`config.mk`:
```
export PLATFORM = sky130hd
export DESIGN_NAME = uart_tx_os
export DESIGN_NICKNAME = d
export VERILOG_FILES = /design/src/rtl/uart_pkg.sv /design/src/rtl/uart_baud_tick.sv /design/src/rtl/uart_tx_os.sv
export SDC_FILE = /design/constraint.sdc
export NUM_CORES = 1
export LEC_CHECK = 0
export CAP_MARGIN = 10
export CORE_ASPECT_RATIO = 0.5
export CORE_UTILIZATION = 35
export DETAILED_ROUTE_END_ITERATION = 16
export PLACE_DENSITY = 0.55
export SETUP_SLACK_MARGIN = 0.2
export SYNTH_ARGS = -nofsm -noshare
export SYNTH_HDL_FRONTEND = slang
export SYNTH_SLANG_ARGS = --single-unit
```
`constraint.sdc`:
```
create_clock -name clk -period 4 [get_ports clk]
set_clock_uncertainty 0.2 [all_clocks]
set_input_delay 1 -clock clk [delete_from_list [all_inputs] [get_ports clk]]
set_output_delay 1 -clock clk [all_outputs]
set_load 0.1 [all_outputs]
```
`src/rtl/uart_pkg.sv`:
```
// Shared UART definitions: frame state encoding and default frame geometry,
// common to the transmitter and the receiver.
package uart_pkg;

   localparam int DEF_DATA_WIDTH    = 8;
   localparam int DEF_SAMPLING_RATE = 16;

   typedef enum logic [2:0] {
      IDLE      = 3'd0,
      START_BIT = 3'd1,
      DATA      = 3'd2,
      PARITY    = 3'd3,
      STOP      = 3'd4
   } uart_state_t;

endpackage

```
`src/rtl/uart_baud_tick.sv`:
```
// Bit-period timer: down-counter that pulses tick for one cycle every
// SAMPLING_RATE enabled cycles; restart reloads it to a full bit period.
module uart_baud_tick #(
   parameter int SAMPLING_RATE = 16
) (
   input  logic clk,
   input  logic rst,
   input  logic restart,
   input  logic en,
   output logic tick
);

   localparam int CW = (SAMPLING_RATE > 1) ? $clog2(SAMPLING_RATE) : 1;
   localparam logic [CW-1:0] TC_LOAD = CW'(SAMPLING_RATE - 1);

   logic [CW-1:0] cnt;

   assign tick = en && (cnt == '0);

   always_ff @(posedge clk) begin
      if (rst) begin
         cnt <= '0;
      end else if (restart || tick) begin
         cnt <= TC_LOAD;
      end else if (en) begin
         cnt <= cnt - 1'b1;
      end
   end

endmodule

```
`src/rtl/uart_tx_os.sv`:
```
// Oversampled-clock UART transmitter with a one-entry holding register so a
// second frame can be queued while the current one is on the line.
//
// state     | meaning
// IDLE      | line high, waiting for the holding register to fill
// START_BIT | start bit (0) for one bit period
// DATA      | data bits, LSB first, one bit period each
// PARITY    | even-parity bit, only when requested with the frame
// STOP      | stop bit (1); chains straight into the next frame if one is held
module uart_tx_os
   import uart_pkg::*;
#(
   parameter int DATA_WIDTH    = DEF_DATA_WIDTH,
   parameter int SAMPLING_RATE = DEF_SAMPLING_RATE
) (
   input  logic                  clk,
   input  logic                  rst,
   input  logic                  start,
   input  logic                  parity,
   input  logic [DATA_WIDTH-1:0] tx_data,
   output logic                  tx,
   output logic                  ready,
   output logic                  done
);

   localparam int BW = (DATA_WIDTH > 1) ? $clog2(DATA_WIDTH) : 1;
   localparam logic [BW-1:0] LAST_BIT = BW'(DATA_WIDTH - 1);

   uart_state_t state, state_nxt;

   logic                  hold_full;
   logic [DATA_WIDTH-1:0] hold_data;
   logic                  hold_par;
   logic [DATA_WIDTH-1:0] shift_reg;
   logic                  par_bit;
   logic                  par_en;
   logic [BW-1:0]         bit_cnt;
   logic                  tx_q, ready_q, done_q;

   logic tick, baud_en, baud_restart;
   logic load, frame_end, tx_nxt, accept;

   assign accept = start && ready_q;
   assign tx     = tx_q;
   assign ready  = ready_q;
   assign done   = done_q;

   uart_baud_tick #(
      .SAMPLING_RATE(SAMPLING_RATE)
   ) u_baud_tick (
      .clk    (clk),
      .rst    (rst),
      .restart(baud_restart),
      .en     (baud_en),
      .tick   (tick)
   );

   always_ff @(posedge clk) begin
      if (rst) begin
         state <= IDLE;
      end else begin
         state <= state_nxt;
      end
   end

   always_comb begin
      state_nxt    = state;
      load         = 1'b0;
      frame_end    = 1'b0;
      baud_en      = 1'b1;
      baud_restart = 1'b0;
      tx_nxt       = 1'b1;
      case (state)
         IDLE: begin
            baud_en      = 1'b0;
            baud_restart = 1'b1;
            if (hold_full) begin
               state_nxt = START_BIT;
               load      = 1'b1;
            end
         end
         START_BIT: begin
            tx_nxt = 1'b0;
            if (tick) state_nxt = DATA;
         end
         DATA: begin
            tx_nxt = shift_reg[0];
            if (tick && (bit_cnt == LAST_BIT)) state_nxt = par_en ? PARITY : STOP;
         end
         PARITY: begin
            tx_nxt = par_bit;
            if (tick) state_nxt = STOP;
         end
         STOP: begin
            if (tick) begin
               frame_end = 1'b1;
               if (hold_full) begin
                  state_nxt = START_BIT;
                  load      = 1'b1;
               end else begin
                  state_nxt = IDLE;
               end
            end
         end
         default: state_nxt = IDLE;
      endcase
   end

   // tx and done lag the state by one cycle so both come straight from flops
   always_ff @(posedge clk) begin
      if (rst) begin
         hold_full <= 1'b0;
         hold_data <= '0;
         hold_par  <= 1'b0;
         shift_reg <= '0;
         par_bit   <= 1'b0;
         par_en    <= 1'b0;
         bit_cnt   <= '0;
         tx_q      <= 1'b1;
         ready_q   <= 1'b0;
         done_q    <= 1'b0;
      end else begin
         tx_q    <= tx_nxt;
         done_q  <= frame_end;
         ready_q <= !(accept || (hold_full && !load));
         if (accept) begin
            hold_full <= 1'b1;
            hold_data <= tx_data;
            hold_par  <= parity;
         end else if (load) begin
            hold_full <= 1'b0;
         end
         if (load) begin
            shift_reg <= hold_data;
            par_bit   <= ^hold_data;
            par_en    <= hold_par;
            bit_cnt   <= '0;
         end else if ((state == DATA) && tick) begin
            shift_reg <= shift_reg >> 1;
            bit_cnt   <= (bit_cnt == LAST_BIT) ? '0 : bit_cnt + 1'b1;
         end
      end
   end

endmodule

```
[Yosys cells after proc, flatten, opt, wreduce, memory -nomap -nowiden]
Index checks and enable logic that the tools add are counted.
Storage, ports and cells
  logic and storage cells: 65
  bits of input ports: 12
  memory bits (writable): 0
  output and inout bits: 3
  memories kept: 0
  memory bits (read-only): 0
  bits in registers: 33
  bits in latches: 0
Operators by class
  bitwise logic cells: 1
  shift-type cells: 0
  $add $sub $neg: 2
  equal/unequal tests: 11
  muxes and demuxes: 22
  $lt $le $gt $ge: 0
  $mul: 0
  reduce and logical (&&, ||, !) cells: 17
  div/mod/pow operators: 0
Operators by type and width (count)
  $mux 3: 7
  $mux 8: 2
  $pmux 3 s5: 1
  $ne 2x2->1 const B: 5
  $mux 1: 8
  $mux 4: 2
  $reduce_xor 8->1: 1
  $eq 3x2->1 const B: 2
  $eq 3x3->1 const B: 2
  $logic_and 1x1->1: 5
  $reduce_and 5->1: 1
  $logic_not 4->1: 1
  $reduce_bool 2->1: 2
  $reduce_or 2->1: 2
  $sub 4x1->4 const B: 1
  $add 3x1->3 const B: 1
  $eq 3x1->1 const B: 1
  $logic_not 3->1: 1
  $pmux 1 s3: 1
  $logic_not 1->1: 2
  $logic_or 1x1->1: 2
  $ne 2x1->1 const B: 1
  $pmux 1 s2: 1
  $not 1->1: 1

[Longest topological paths before layout]
  word-level depth: 9
  gate-level depth with buffers: 8
  mapped depth without buffers: 6

[Modules after synthesis]
A second synthesis with hierarchy kept.
Unflattened totals
  cell total of the unflattened synthesis: 174
  area total of the unflattened synthesis: 1525.2 um^2
By module, submodules not included
  uart_tx_os: cells an instance 150, instances 1, sequential area each 580.6 um^2, area each 1297.5 um^2
  uart_baud_tick: cells an instance 24, instances 1, sequential area each 80.1 um^2, area each 227.7 um^2

[Worst setup path after synthesis]
Ideal clock, no wire load.
  kind: flip-flop to flip-flop
  start: reg u_baud_tick.cnt[0]
  end: reg bit_cnt[0]
  data arrival time: 1998 ps
  data required time: 3720 ps
  setup time: 80 ps
  clock period less this slack: 2277 ps
  path slack: 1723 ps
  cell stages (with the launch flop): 9
  buffers on the path: 2
  cell sequence: dfxtp_1 inv_1 ha_1 or3b_1 buf_6 or3_4 buf_6 or3_1 a211oi_2
Between the ends
  cells in the longest elaborated chain, start to end: 5
  elaborated cells on any way between the ends: 6
  those cells by class: mux (2); reduce/logical (4)
RTL lines
  from (decl): RTL line uart_baud_tick.sv:16  | logic [CW-1:0] cnt;
  from (signal assigned): RTL line uart_baud_tick.sv:26  | cnt <= cnt - 1'b1;
  $logic_not 4->1 (*): RTL line uart_baud_tick.sv:18  | assign tick = en && (cnt == '0);
  $logic_and 1x1->1 (*): RTL line uart_baud_tick.sv:18
  $mux 1: RTL line uart_tx_os.sv:95  | if (tick) begin
  $pmux 1 s2: RTL line uart_tx_os.sv:73  | case (state)
  $reduce_or 2->1 (no source line)
  to (signal assigned): RTL line uart_tx_os.sv:140  | bit_cnt <= (bit_cnt == LAST_BIT) ? '0 : bit_cnt + 1'b1;
  to (decl): RTL line uart_tx_os.sv:37  | logic [BW-1:0] bit_cnt;
Mark *: on every way between the ends. The rest lies on a longest branch, timed or not.
A chain may end at the register's enable or synchronous reset.

[Final worst setup path]
  start: reg ready_q, in the netlist ready
  end: out ready
RTL lines
  from (decl): RTL line uart_tx_os.sv:38  | logic tx_q, ready_q, done_q;
  from (signal assigned): RTL line uart_tx_os.sv:125  | ready_q <= !(accept || (hold_full && !load));
  to (decl): RTL line uart_tx_os.sv:22  | output logic ready,
No word-level cell between the ends.

==> out/metrics.cfg <==
[sta]
setup_tns_ns=0
slew_violations=0
hold_viol=0
rsz0062_at_grt=no
setup_viol=0
relSlewSlack=0.304
fin_crit_ns=2.95
tightestPinTransition_ns=1.04
fin_crit_sh=0.737
setup_slack_ns=1.05
fmax_mhz=339
whs_ns=0.260

[cells_and_area]
diodes=0
layout.nets=202
drive_gt1_frac=0.0749
areaGrowthSynthToFinish_pct=19.7
final_util=0.443

[grt]
grt_pass1_vias=965
grt_usage=0.125
antenna_found_initial=0
grt_pass1_wl_mm=4.17
grt-ovfl-total=0
grt_max_degree=28

[placed_design]
hpwl_mm=1.88
port_buffers=14
gp_congestion=0.782
place_ws_ns=1.18

[synth]
async_reset_ff_frac=0
yosysWarnings=0
yosys.area.top_type=dfxtp_1
ys_top_cells_by_count=40 x nand2_1, 33 x dfxtp_1, 20 x a21oi_1
syn_area_per_cell_um2=8.47
synth_cells=173
synth.most_common_cell=nand2_1
ys_ff_latch=33
yosysUniqueCellTypes=30
synth_area_um2=1470
syn_nets=189
ys.flop_type=dfxtp_1
yosysSeqAreaShare=0.451
synth_top_area_frac=0.451
synthTopCellsByArea=dfxtp_1 45%, nand2_1 10%, a21oi_1 6.8%, xnor2_1 5.4%, a311oi_1 4.2%
synth_edf_count=0

[setup_path]
worstSetupPathType=flip-flop to output port
r2r_end=bit_cnt[0]
cpPeakStageDelay_ns=1.13
cp_cell_sequence=clkdlybuf4s50_1
critical_path_buf_inv_count=1
critPathTopFamily=buffers and inverters
cp-startpoint=ready
timing.rr.start=u_baud_tick.cnt[0]
slowest_stage=clkdlybuf4s50_1
setup.worst_path.end_class=output port
r2r_slack_ns=1.60
r2r_cells=6
cp.required_ns=2.80
cp_data_arrival_time_ns=1.75
crit_path_start_kind=flip-flop
critPathMaxFanout=3

[pwr]
cellPowerDensity_nw_per_um2=442
combinationalPowerShare=0.124
power.internal_uw=594
pwr-share-seq=0.468
p_sw_frac=0.234
p_sw_uw=182
p_leak_uw=0.000607
p_clk_frac=0.408
irDropWorstVdd_mv=0.160

[die]
die_h_um=47.8
start_util=0.370
core_area_um2=3960
rows=16
die_area_um2=4460
io_pins=15
dieWidth_um=93.5

[routing]
drc=0
routedWlPerCell_um=11.0
first_pass_iters=4
vias=1171
ant_nets=0
drt_iter0_markers=34
viasPerCell=4.86
routed_wl_mm=2.64

[clocking]
path_clk_slew_ns=0.07
cts_buffers=5
clock_sinks=33
cts_resized=0
clock_path_buffers=2
cts.root.buffer_cell=clkbuf_8
h-tree-depth=2
cts_setup_buffers=0
clk_latency_ns=0.28
hold_buffers=0
cts_tree=built

[hold_path]
min_from=hold_par
min_to=par_en
whs_path_depth=2
min_path_type=flip-flop to flip-flop

[job]
cap_viol_max_count=0

[run_status]
outcome=finished clean

==> placed cells by master, fill, tap and decap left out, drive strengths merged, types with 3 or more instances in the layout <==
cell / netlist / final
a211oi: 3 / 3
a21oi: 20 / 20
a311oi: 7 / 7
buf: 3 / 3
clkbuf: 8 / 7
clkdlybuf4s50: 0 / 14
dfxtp: 33 / 33
ha: 4 / 4
inv: 4 / 4
nand2: 40 / 40
nand3: 4 / 4
nor2: 13 / 13
nor2b: 3 / 3
nor3: 5 / 5
o21ai: 3 / 3
xnor2: 9 / 9
==> per-stage QoR <==
step                      std cells  power, uW  area (um2)
final                           241        775        1750
after global routing            241        814        1750
after CTS                       241        789        1750
after detailed placement        233        467        1640
after global placement          233        466        1640
after floorplan                 173        439        1470
==> final cells by class <==
type | instances | area, um2
fill | 416 | 2210
multi-input combinational | 125 | 732
sequential | 33 | 661
timing repair buffer | 17 | 163
clock buffer | 7 | 86.3
tap | 54 | 67.6
clock inverter | 1 | 30.0
inverter | 4 | 15.0
==> logic make-up (layout without fill, tap and decap cells) <==
logic type,count (synthesis),in the layout,share of synthesized area
buffers and inverters,15,29,0.0495
adder cells (fa/ha/maj),4,4,0.0342
flip-flops,33,33,0.451
AND/OR/NAND/NOR,74,74,0.231
multiplexers,2,2,0.0137
AO/OA/AOI/OAI,36,36,0.167
XOR/XNOR,9,9,0.0538
==> layer usage <==
layer,track usage,vias to the layer above,part of all wire
met5,0,-,0
met3,0.0524,0,0.035
met2,0.207,14,0.46
li1,-,612,-
met4,0.0369,0,0
met1,0.154,545,0.50
==> power groups by stage <==
stage                     Combinational [uW]  Sequential [uW]  Clock (uW)
after floorplan                         62.7              377           0
after detailed placement                96.9              370           0
after CTS                               97.4              363         328
final                                   96.3              363         316
after global routing                     107              365         342
after global placement                  96.0              370           0
==> worst max-delay path by stage <==
stage	to	slack (ns)	depth (start not counted)
after global routing	ready	0.99	1
after floorplan	bit_cnt[0]	1.72	8
after CTS	ready	1.03	1
after global placement	par_bit	1.20	3
final	ready	1.05	1
after detailed placement	state[0]	1.18	4
Power figures use the tool's default switching activity.
